==> src/rtl/counter_pkg.sv <==
// Shared constants and helpers for param_updown_counter.
// Optional saturating mode is selected with PARAM_UPDOWN_COUNTER_SAT_EN.
package counter_pkg;

  localparam logic DIR_UP = 1'b1;
  localparam logic DIR_DN = 1'b0;

  localparam int unsigned CLAMP_W = 32;

  // Limit a parallel-load value to the counter's modulus minus one.
  function automatic logic [CLAMP_W-1:0] clamp_load(input logic [CLAMP_W-1:0] val,
                                                    input logic [CLAMP_W-1:0] max_val);
    return (val > max_val) ? max_val : val;
  endfunction

endpackage

==> src/rtl/param_updown_counter_if.sv <==
// Control/status bundle between a counter user (master) and the counter (slave).
interface param_updown_counter_if #(
  parameter int unsigned WIDTH = 4
);
  logic             en;
  logic             up_dn;
  logic             load;
  logic [WIDTH-1:0] load_val;
  logic [WIDTH-1:0] counter;
  logic             tc;
  logic             wrap;

  modport master (output en, up_dn, load, load_val, input counter, tc, wrap);
  modport slave  (input en, up_dn, load, load_val, output counter, tc, wrap);
endinterface

==> src/rtl/counter_next_val.sv <==
// Combinational next-count, rollover and terminal-count lookahead for one step.
// PARAM_UPDOWN_COUNTER_SAT_EN switches from modular wrap to clamping at the limits.
module counter_next_val
  import counter_pkg::*;
#(
  parameter int unsigned      WIDTH   = 4,
  parameter logic [WIDTH-1:0] MAX_VAL = '1,
  parameter logic [WIDTH-1:0] STEP    = WIDTH'(1)
) (
  input  logic [WIDTH-1:0] i_counter,
  input  logic             i_up_dn,
  output logic [WIDTH-1:0] o_next_c,
  output logic             o_wrap_c,
  output logic             o_tc_c
);

  // One guard bit so counter + STEP cannot overflow before the compare.
  localparam int unsigned   EW    = WIDTH + 1;
  localparam logic [EW-1:0] MAX_E = {1'b0, MAX_VAL};
  localparam logic [EW-1:0] STEP_E = {1'b0, STEP};
  localparam logic [EW-1:0] MOD_E = MAX_E + EW'(1);

  logic [EW-1:0] w_cnt;
  logic [EW-1:0] w_sum;
  logic [EW-1:0] w_res;
  logic          w_over;
  logic          w_under;

  assign w_cnt   = {1'b0, i_counter};
  assign w_sum   = w_cnt + STEP_E;
  assign w_over  = (w_sum > MAX_E);
  assign w_under = (w_cnt < STEP_E);

  always_comb begin
    w_res    = w_cnt;
    o_wrap_c = 1'b0;
    o_tc_c   = 1'b0;
    case (i_up_dn)
`ifdef PARAM_UPDOWN_COUNTER_SAT_EN
      DIR_UP: begin
        w_res  = w_over ? MAX_E : w_sum;
        o_tc_c = (i_counter == MAX_VAL);
      end
      DIR_DN: begin
        w_res  = w_under ? '0 : (w_cnt - STEP_E);
        o_tc_c = (i_counter == '0);
      end
`else
      DIR_UP: begin
        w_res    = w_over ? (w_sum - MOD_E) : w_sum;
        o_wrap_c = w_over;
        o_tc_c   = w_over;
      end
      DIR_DN: begin
        w_res    = w_under ? (w_cnt + MOD_E - STEP_E) : (w_cnt - STEP_E);
        o_wrap_c = w_under;
        o_tc_c   = w_under;
      end
`endif
    endcase
  end

  assign o_next_c = WIDTH'(w_res);

endmodule

==> src/rtl/param_updown_counter.sv <==
// Parametrised up/down modulo counter with load, enable, tc lookahead and wrap pulse.
// Define PARAM_UPDOWN_COUNTER_SAT_EN for saturating instead of wrapping behaviour.
module param_updown_counter
  import counter_pkg::*;
#(
  parameter int unsigned      WIDTH   = 4,
  parameter logic [WIDTH-1:0] MAX_VAL = '1,
  parameter logic [WIDTH-1:0] STEP    = WIDTH'(1)
) (
  input  logic                          clk,
  input  logic                          reset,
  param_updown_counter_if.slave         bus
);

  logic [WIDTH-1:0] r_counter;
  logic             r_wrap;
  logic [WIDTH-1:0] w_counter_d;
  logic             w_wrap_d;
  logic [WIDTH-1:0] w_next;
  logic [WIDTH-1:0] w_load_clamped;
  logic             w_wrap_nv;
  logic             w_tc_nv;

  counter_next_val #(
    .WIDTH   (WIDTH),
    .MAX_VAL (MAX_VAL),
    .STEP    (STEP)
  ) u_next_val (
    .i_counter (r_counter),
    .i_up_dn   (bus.up_dn),
    .o_next_c  (w_next),
    .o_wrap_c  (w_wrap_nv),
    .o_tc_c    (w_tc_nv)
  );

  assign w_load_clamped = WIDTH'(clamp_load(CLAMP_W'(bus.load_val), CLAMP_W'(MAX_VAL)));

  // Load wins over counting; reset is applied in the register stage.
  always_comb begin
    w_counter_d = r_counter;
    w_wrap_d    = 1'b0;
    if (bus.load) begin
      w_counter_d = w_load_clamped;
    end else if (bus.en) begin
      w_counter_d = w_next;
      w_wrap_d    = w_wrap_nv;
    end
  end

  always_ff @(posedge clk) begin
    if (reset) begin
      r_counter <= '0;
      r_wrap    <= 1'b0;
    end else begin
      r_counter <= w_counter_d;
      r_wrap    <= w_wrap_d;
    end
  end

  assign bus.counter = r_counter;
  assign bus.wrap    = r_wrap;
  assign bus.tc      = bus.en & w_tc_nv;

endmodule
==> src/flat_wrapper.sv <==
// flat-port wrapper written by rule: the top's interface ports become plain ports
module param_updown_counter_flat import counter_pkg::*;
#(
  parameter int unsigned      WIDTH   = 4,
  parameter logic [WIDTH-1:0] MAX_VAL = '1,
  parameter logic [WIDTH-1:0] STEP    = WIDTH'(1)
)
  (clk, reset, bus_en, bus_up_dn, bus_load, bus_load_val, bus_counter, bus_tc, bus_wrap);
  param_updown_counter_if #(.WIDTH(WIDTH)) bus_i ();
  input  logic clk;
  input  logic reset;
  input wire logic [$bits(bus_i.en)-1:0] bus_en;
  input wire logic [$bits(bus_i.up_dn)-1:0] bus_up_dn;
  input wire logic [$bits(bus_i.load)-1:0] bus_load;
  input wire logic [$bits(bus_i.load_val)-1:0] bus_load_val;
  output wire logic [$bits(bus_i.counter)-1:0] bus_counter;
  output wire logic [$bits(bus_i.tc)-1:0] bus_tc;
  output wire logic [$bits(bus_i.wrap)-1:0] bus_wrap;
  assign bus_i.en = bus_en;
  assign bus_i.up_dn = bus_up_dn;
  assign bus_i.load = bus_load;
  assign bus_i.load_val = bus_load_val;
  assign bus_counter = bus_i.counter;
  assign bus_tc = bus_i.tc;
  assign bus_wrap = bus_i.wrap;
  param_updown_counter #(.WIDTH(WIDTH), .MAX_VAL(MAX_VAL), .STEP(STEP)) u_core (.clk(clk), .reset(reset), .bus(bus_i));
endmodule
==> config.mk <==
export PLATFORM = sky130hd
export DESIGN_NAME = param_updown_counter_flat
export DESIGN_NICKNAME = d
export VERILOG_FILES = /design/src/rtl/counter_pkg.sv /design/src/rtl/param_updown_counter_if.sv /design/src/rtl/counter_next_val.sv /design/src/rtl/param_updown_counter.sv /design/src/flat_wrapper.sv
export SDC_FILE = /design/constraint.sdc
export NUM_CORES = 1
export LEC_CHECK = 0
export ABC_CLOCK_PERIOD_IN_PS = 1750
export CAP_MARGIN = 15
export CELL_PAD_IN_SITES_DETAIL_PLACEMENT = 0
export CELL_PAD_IN_SITES_GLOBAL_PLACEMENT = 1
export CORE_AREA = 2 2 39 41
export CTS_BUF_LIST = sky130_fd_sc_hd__clkbuf_16
export DETAILED_ROUTE_END_ITERATION = 16
export DIE_AREA = 0 0 41 43
export DONT_BUFFER_PORTS = 1
export GPL_TIMING_DRIVEN = 0
export HOLD_SLACK_MARGIN = 0.08
export PLACE_DENSITY = 0.65
export SYNTH_ARGS = -nofsm -noshare
export SYNTH_HDL_FRONTEND = slang
export SYNTH_SLANG_ARGS = --single-unit
==> constraint.sdc <==
create_clock -name clk -period 1.75 [get_ports clk]
set_input_delay 0.35 -clock clk [delete_from_list [all_inputs] [get_ports clk]]
set_output_delay 0.35 -clock clk [all_outputs]
set_load 0.005 [all_outputs]
==> reports/summary.txt, run 1 <==
CP max stage delay: 0.41 ns
DRC Markers: 0
Fill cells: 147
Row cnt: 14
Largest cells by area after synthesis: dfxtp_1, ha_1, a2111oi_4
CP Data Required Time: 1.40 ns
CP Cell Sequence: inv_4, ha_4, nor3b_4, o2111ai_2, a21oi_2
RSZ-0062 raised after global routing: yes
Min cycle time layout: 1.83 ns
Placer Congestion: 0.681
F_max: 548 MHz
CP top delay family: flip-flops
Worst-case clock buffer depth: 2
Failing checks: setup timing
Worst vdd ir: 0.521 mV
Total wire length: 893 µm
Post-synth ARST share: 0
Register Area: 108 µm²
Pleak: 0.220 nW
Max Slew Vio Count: 0
Synthesized area per cell: 9.38 µm²
WL per Instance: 13.5 µm
Post-DP Area: 433 µm²
Worst-path clk slew: 0.03 ns
Pwr per Cell Area: 1060 nW/µm²
Buf+Inv Stages, Crit Path: 1
Cells after synthesis: 44
Core Area: 1380 µm²
Port Buf Inserts: 0
Synthesis-to-finish area growth: 38.2%
Vias in the first global route: 388
Measured slew at the worst slew-check pin: 0.308 ns
I/O pin total: 15
CTS buffer count: 3
Yosys top cell by area: dfxtp_1
Initial antenna violation count: 0
Worst Skew: 0.00144 ns
EDFF count, synth: 0
Synthesized Nets: 56
Layout cells sized above 1: 0.380
Crit path kind: flop to primary output
Fin area: 571 µm²
Placement Setup Slack: -0.103 ns
Final worst slack: -0.0764 ns
DRT iter0 DRCs: 6
Number of vias per cell: 5.53
CP startpoint kind: flop
Top-area cell type share of the netlist area: 0.242
Pin count of the biggest net entering global routing: 11
Max cap viols: 0
TritonCTS clock tree: done
Clk_lat worst skew: 0.23 ns
First-pass GRT wire length: 1.46 mm
Slew HR: 0.792
TritonRoute pass-1 iters: 4
Top FF cell, synth: dfxtp_1
Via count: 365
GRT Total Usage: 0.128
ANT nets after route: 0
Fin crit share: 1.04
CP endpoint kind: primary output
Root Buffer Master: clkbuf_16
Die Ht: 43 µm
Critical path peak fanout: 7
Seq/Total Area, Yosys: 0.242
Syn Std Cell Area: 413 µm²
Cell with the most instances after synthesis: inv_1
Total Power: 0.607 mW
Die X-Extent: 41 µm
Clock Sinks: 5
Synth cell types: 28
Final Util: 0.412
CTS H-Tree Depth: 1
Initial Util: 0.298
Diodes inserted: 0
Multi-input gate area: 303 µm²
Hold Fails Final Rpt: 0
CP max stage cell: dfxtp_4
Die ar.: 1760 µm²
Gr ovfl total: 0
Nets@finish: 63
Critical Path AT: 1.48 ns
Status: finished with violations
Yosys Warn Count: 0
Hold Crit Class: primary input to flop
#FFs+latches synth: 5
Final setup viols: 1
HPWL reported at the end of detailed placement: 634 µm
Post-synth top cells: inv_1, dfxtp_1, a21oi_1, ha_1
-- worst paths after layout --
path / from / cells after the start / endpoint / slack [ns]
worst max-delay path: u_core.bus.counter[0] / 5 / bus_tc / -0.08
worst min-delay path: bus_en / 2 / u_core.bus.counter[1] / 0.27
worst max register to register: u_core.bus.counter[0] / 6 / u_core.bus.wrap / 0.10
worst min register to register: u_core.bus.counter[1] / 2 / u_core.bus.counter[1] / 0.61
-- flip-flops by register name, indices dropped and copies added, names as in the netlist --
name,cells
u_core.bus.counter,4
u_core.bus.wrap,1
-- metrics by stage --
| step | std cells | hold slack (ns) | TNS, ns |
|---|---|---|---|
| global route | 66 | 0.286 | -0.152 |
| finish | 66 | 0.268 | -0.0764 |
| detailed placement | 60 | 0.510 | -0.103 |
| CTS | 65 | 0.268 | -0.0718 |
| floorplan | 44 | 0.497 | 0 |
| global placement | 60 | 0.501 | -0.0846 |
-- cells by family after synthesis --
kind of cell | Yosys count | share of synthesized area
multiplexers | 2 | 0.0606
AO/OA/AOI/OAI | 10 | 0.245
XOR/XNOR | 2 | 0.0424
flip-flops | 5 | 0.242
buffers and inverters | 9 | 0.106
AND/OR/NAND/NOR | 13 | 0.212
adder cells (fa/ha/maj) | 3 | 0.0909
-- routing by layer --
layer	global-route usage	share of wire
met1	0.141	0.42
met2	0.184	0.46
met3	0.0366	0.073
met4	0.120	0.043
met5	0	0
-- cell type report --
cell class / instances / share of cell area
multi-input combinational: 30 / 0.531
timing repair buffer: 2 / 0.0263
inverter: 6 / 0.0439
tap: 16 / 0.0351
sequential: 5 / 0.189
buffer: 3 / 0.0373
clock inverter: 1 / 0.00658
clock buffer: 3 / 0.132
-- power breakdown --
part / internal [mW] / total (mW) / leakage [nW] / switching (mW)
logic: 0.0512 / 0.0938 / 0.136 / 0.0426
clock network: 0.296 / 0.369 / 0.0423 / 0.0736
registers: 0.124 / 0.144 / 0.0425 / 0.0200
total: 0.471 / 0.607 / 0.220 / 0.136
-- cells in the final DEF (no fill, tap or decap) --
cell type / count
buf_6: 1
inv_4: 1
o2111ai_2: 1
a31oi_1: 1
nor4b_1: 2
ha_1: 2
clkbuf_16: 3
nand4_1: 1
mux2_4: 1
a21oi_1: 2
xnor2_1: 1
dfxtp_4: 2
nor3_1: 1
nor3b_1: 1
and3_1: 1
xor2_1: 1
nor3b_4: 1
mux2i_1: 1
nand3_1: 1
a2111oi_4: 1
or4_1: 1
nand2_1: 1
ha_4: 1
a41oi_1: 1
buf_4: 2
nor2_1: 1
a2111oi_2: 1
buf_2: 2
dfxtp_1: 3
or4b_1: 1
nand3b_1: 1
a311o_2: 1
a221oi_1: 1
a21oi_2: 1
inv_1: 6
-- repair_timing --
item | in CTS | in global routing
endpoints found under the setup margin | 1 | 1
buffers inserted | 1 | 1
pin swaps | 3 | 3
hold buffers | 0 | 0
resized for setup | 9 | 2
(Power assumes the default switching activity.)
==> run 2: changes to the inputs <==
--- a/config.mk
+++ b/config.mk
@@ -10,7 +10,7 @@
 export CELL_PAD_IN_SITES_DETAIL_PLACEMENT = 0
 export CELL_PAD_IN_SITES_GLOBAL_PLACEMENT = 1
 export CORE_AREA = 2 2 39 41
-export CTS_BUF_LIST = sky130_fd_sc_hd__clkbuf_16
+export CTS_BUF_LIST = sky130_fd_sc_hd__clkbuf_4 sky130_fd_sc_hd__clkbuf_8 sky130_fd_sc_hd__clkbuf_16
 export DETAILED_ROUTE_END_ITERATION = 16
 export DIE_AREA = 0 0 41 43
 export DONT_BUFFER_PORTS = 1
==> reports/summary.txt, run 2 (synthesized netlist as in run 1, its figures left out) <==
Worst-case clock buffer depth: 2
Port Buf Inserts: 0
Min cycle time layout: 1.84 ns
Via count: 356
CTS H-Tree Depth: 1
Grt peak-use layer: met2
Pwr per Cell Area: 740 nW/µm²
GRT Total Usage: 0.113
Total wire length: 844 µm
Measured slew at the worst slew-check pin: 0.310 ns
DRT iter0 DRCs: 4
Final setup viols: 1
Root Buffer Master: clkbuf_4
ANT nets after route: 0
TritonRoute pass-1 iters: 2
Pin count of the biggest net entering global routing: 11
Status: finished with violations
First-pass GRT wire length: 1.38 mm
Max FFs per register: 4
Pleak: 0.197 nW
Slew HR: 0.791
Vias in the first global route: 367
Layout cells sized above 1: 0.400
Combinational group share of total power: 0.243
Worst-path clk slew: 0.04 ns
Part of the power in registers: 0.371
Placement Setup Slack: -0.103 ns
Sw Ratio: 0.284
Worst vdd ir: 0.393 mV
Critical path peak fanout: 7
Met2 usage in global routing: 0.166
GR Layer Usage met1: 0.141
Die X-Extent: 41 µm
Placer Congestion: 0.681
Clock Sinks: 5
Crit path kind: flop to primary output
R2r setup slk: 0.12 ns
Diodes inserted: 0
CTS buffer count: 3
WL per Instance: 12.8 µm
Worst Skew: 0.00430 ns
Cell Int Power: 0.276 mW
Max cap viols: 0
Clk_lat worst skew: 0.24 ns
Hold Crit Class: primary input to flop
Initial Util: 0.298
Failing checks: setup timing
NetSw: 0.110 mW
F_max: 544 MHz
Row cnt: 14
Most frequent cells in the layout: inv_1, clkbuf_4, dfxtp_1
Max Slew Vio Count: 0
Commonest non-fill, non-tap cell in the layout: inv_1
HPWL reported at the end of detailed placement: 634 µm
I/O pin total: 15
Fin crit share: 1.05
CP endpoint kind: primary output
RSZ-0062 raised after global routing: yes
Initial antenna violation count: 0
Total Power: 0.386 mW
Die Ht: 43 µm
TritonCTS clock tree: done
Core Area: 1380 µm²
GRT met3 Usage: 0.0209
Hold Fails Final Rpt: 0
Nets@finish: 63
Final worst slack: -0.0889 ns
DRC Markers: 0
Synthesis-to-finish area growth: 26.4%
Critical Path AT: 1.49 ns
CP Data Required Time: 1.40 ns
Die ar.: 1760 µm²
Number of vias per cell: 5.39
Gr ovfl total: 0
Clock power share: 0.387
CP startpoint kind: flop
[run 2: cell count changes in the layout (fill, tap and decap cells not counted)]
cell       before  now
clkbuf_16       3    0
inv_1           6    5
clkbuf_4        0    4
[run 2: area by class of cell]
class	instances	area (µm²)
Multi-Input combinational cell	30	303
Clock buffer	4	30.0
Tap cell	16	20.0
Buffer	3	21.3
Sequential cell	5	108
Inverter	6	25.0
Timing Repair Buffer	2	15.0
Fill cell	153	862
[run 2: through the flow]
step	setup TNS [ns]	area (µm²)	std cells	utilization	hold slack (ns)
after CTS	-0.0890	505	65	0.365	0.252
final	-0.0889	522	66	0.377	0.254
after global placement	-0.0846	433	60	0.313	0.501
after global routing	-0.176	522	66	0.377	0.261
after detailed placement	-0.103	433	60	0.313	0.510
after floorplan	0	413	44	-	0.497
[run 2: final timing paths]
path | cells past startpoint | startpoint | endpoint
worst min-delay path | 2 | bus_en | u_core.bus.counter[1]
worst min register to register | 2 | u_core.bus.counter[1] | u_core.bus.counter[1]
worst max register to register | 6 | u_core.bus.counter[0] | u_core.bus.wrap
worst max-delay path | 5 | u_core.bus.counter[0] | bus_tc
[run 2: repair_timing]
action,CTS,global route
gates resized for setup,9,2
pin swaps,3,3
setup endpoints to repair,1,1
buffers inserted,1,1
hold buffers,0,0
[run 2: routing by layer]
layer | share of wire | vias to the layer above
met2 | 0.47 | 13
met5 | 0 | -
met1 | 0.42 | 158
met3 | 0.070 | 4
met4 | 0.033 | 0
li1 | - | 181
[run 2: worst max-delay path, cell delays in order, from the launching register on]
cell       delay (ns)
dfxtp_4          0.41
inv_4            0.05
ha_4             0.26
nor3b_4          0.19
o2111ai_2        0.16
a21oi_2          0.18
[run 2: power groups by stage]
stage	Combinational (mW)	Clock [mW]	Sequential [mW]
floorplan	0.0638	0	0.138
global placement	0.0728	0	0.142
detailed placement	0.0728	0	0.143
CTS	0.0836	0.152	0.142
global route	0.104	0.161	0.146
finish	0.0937	0.149	0.143
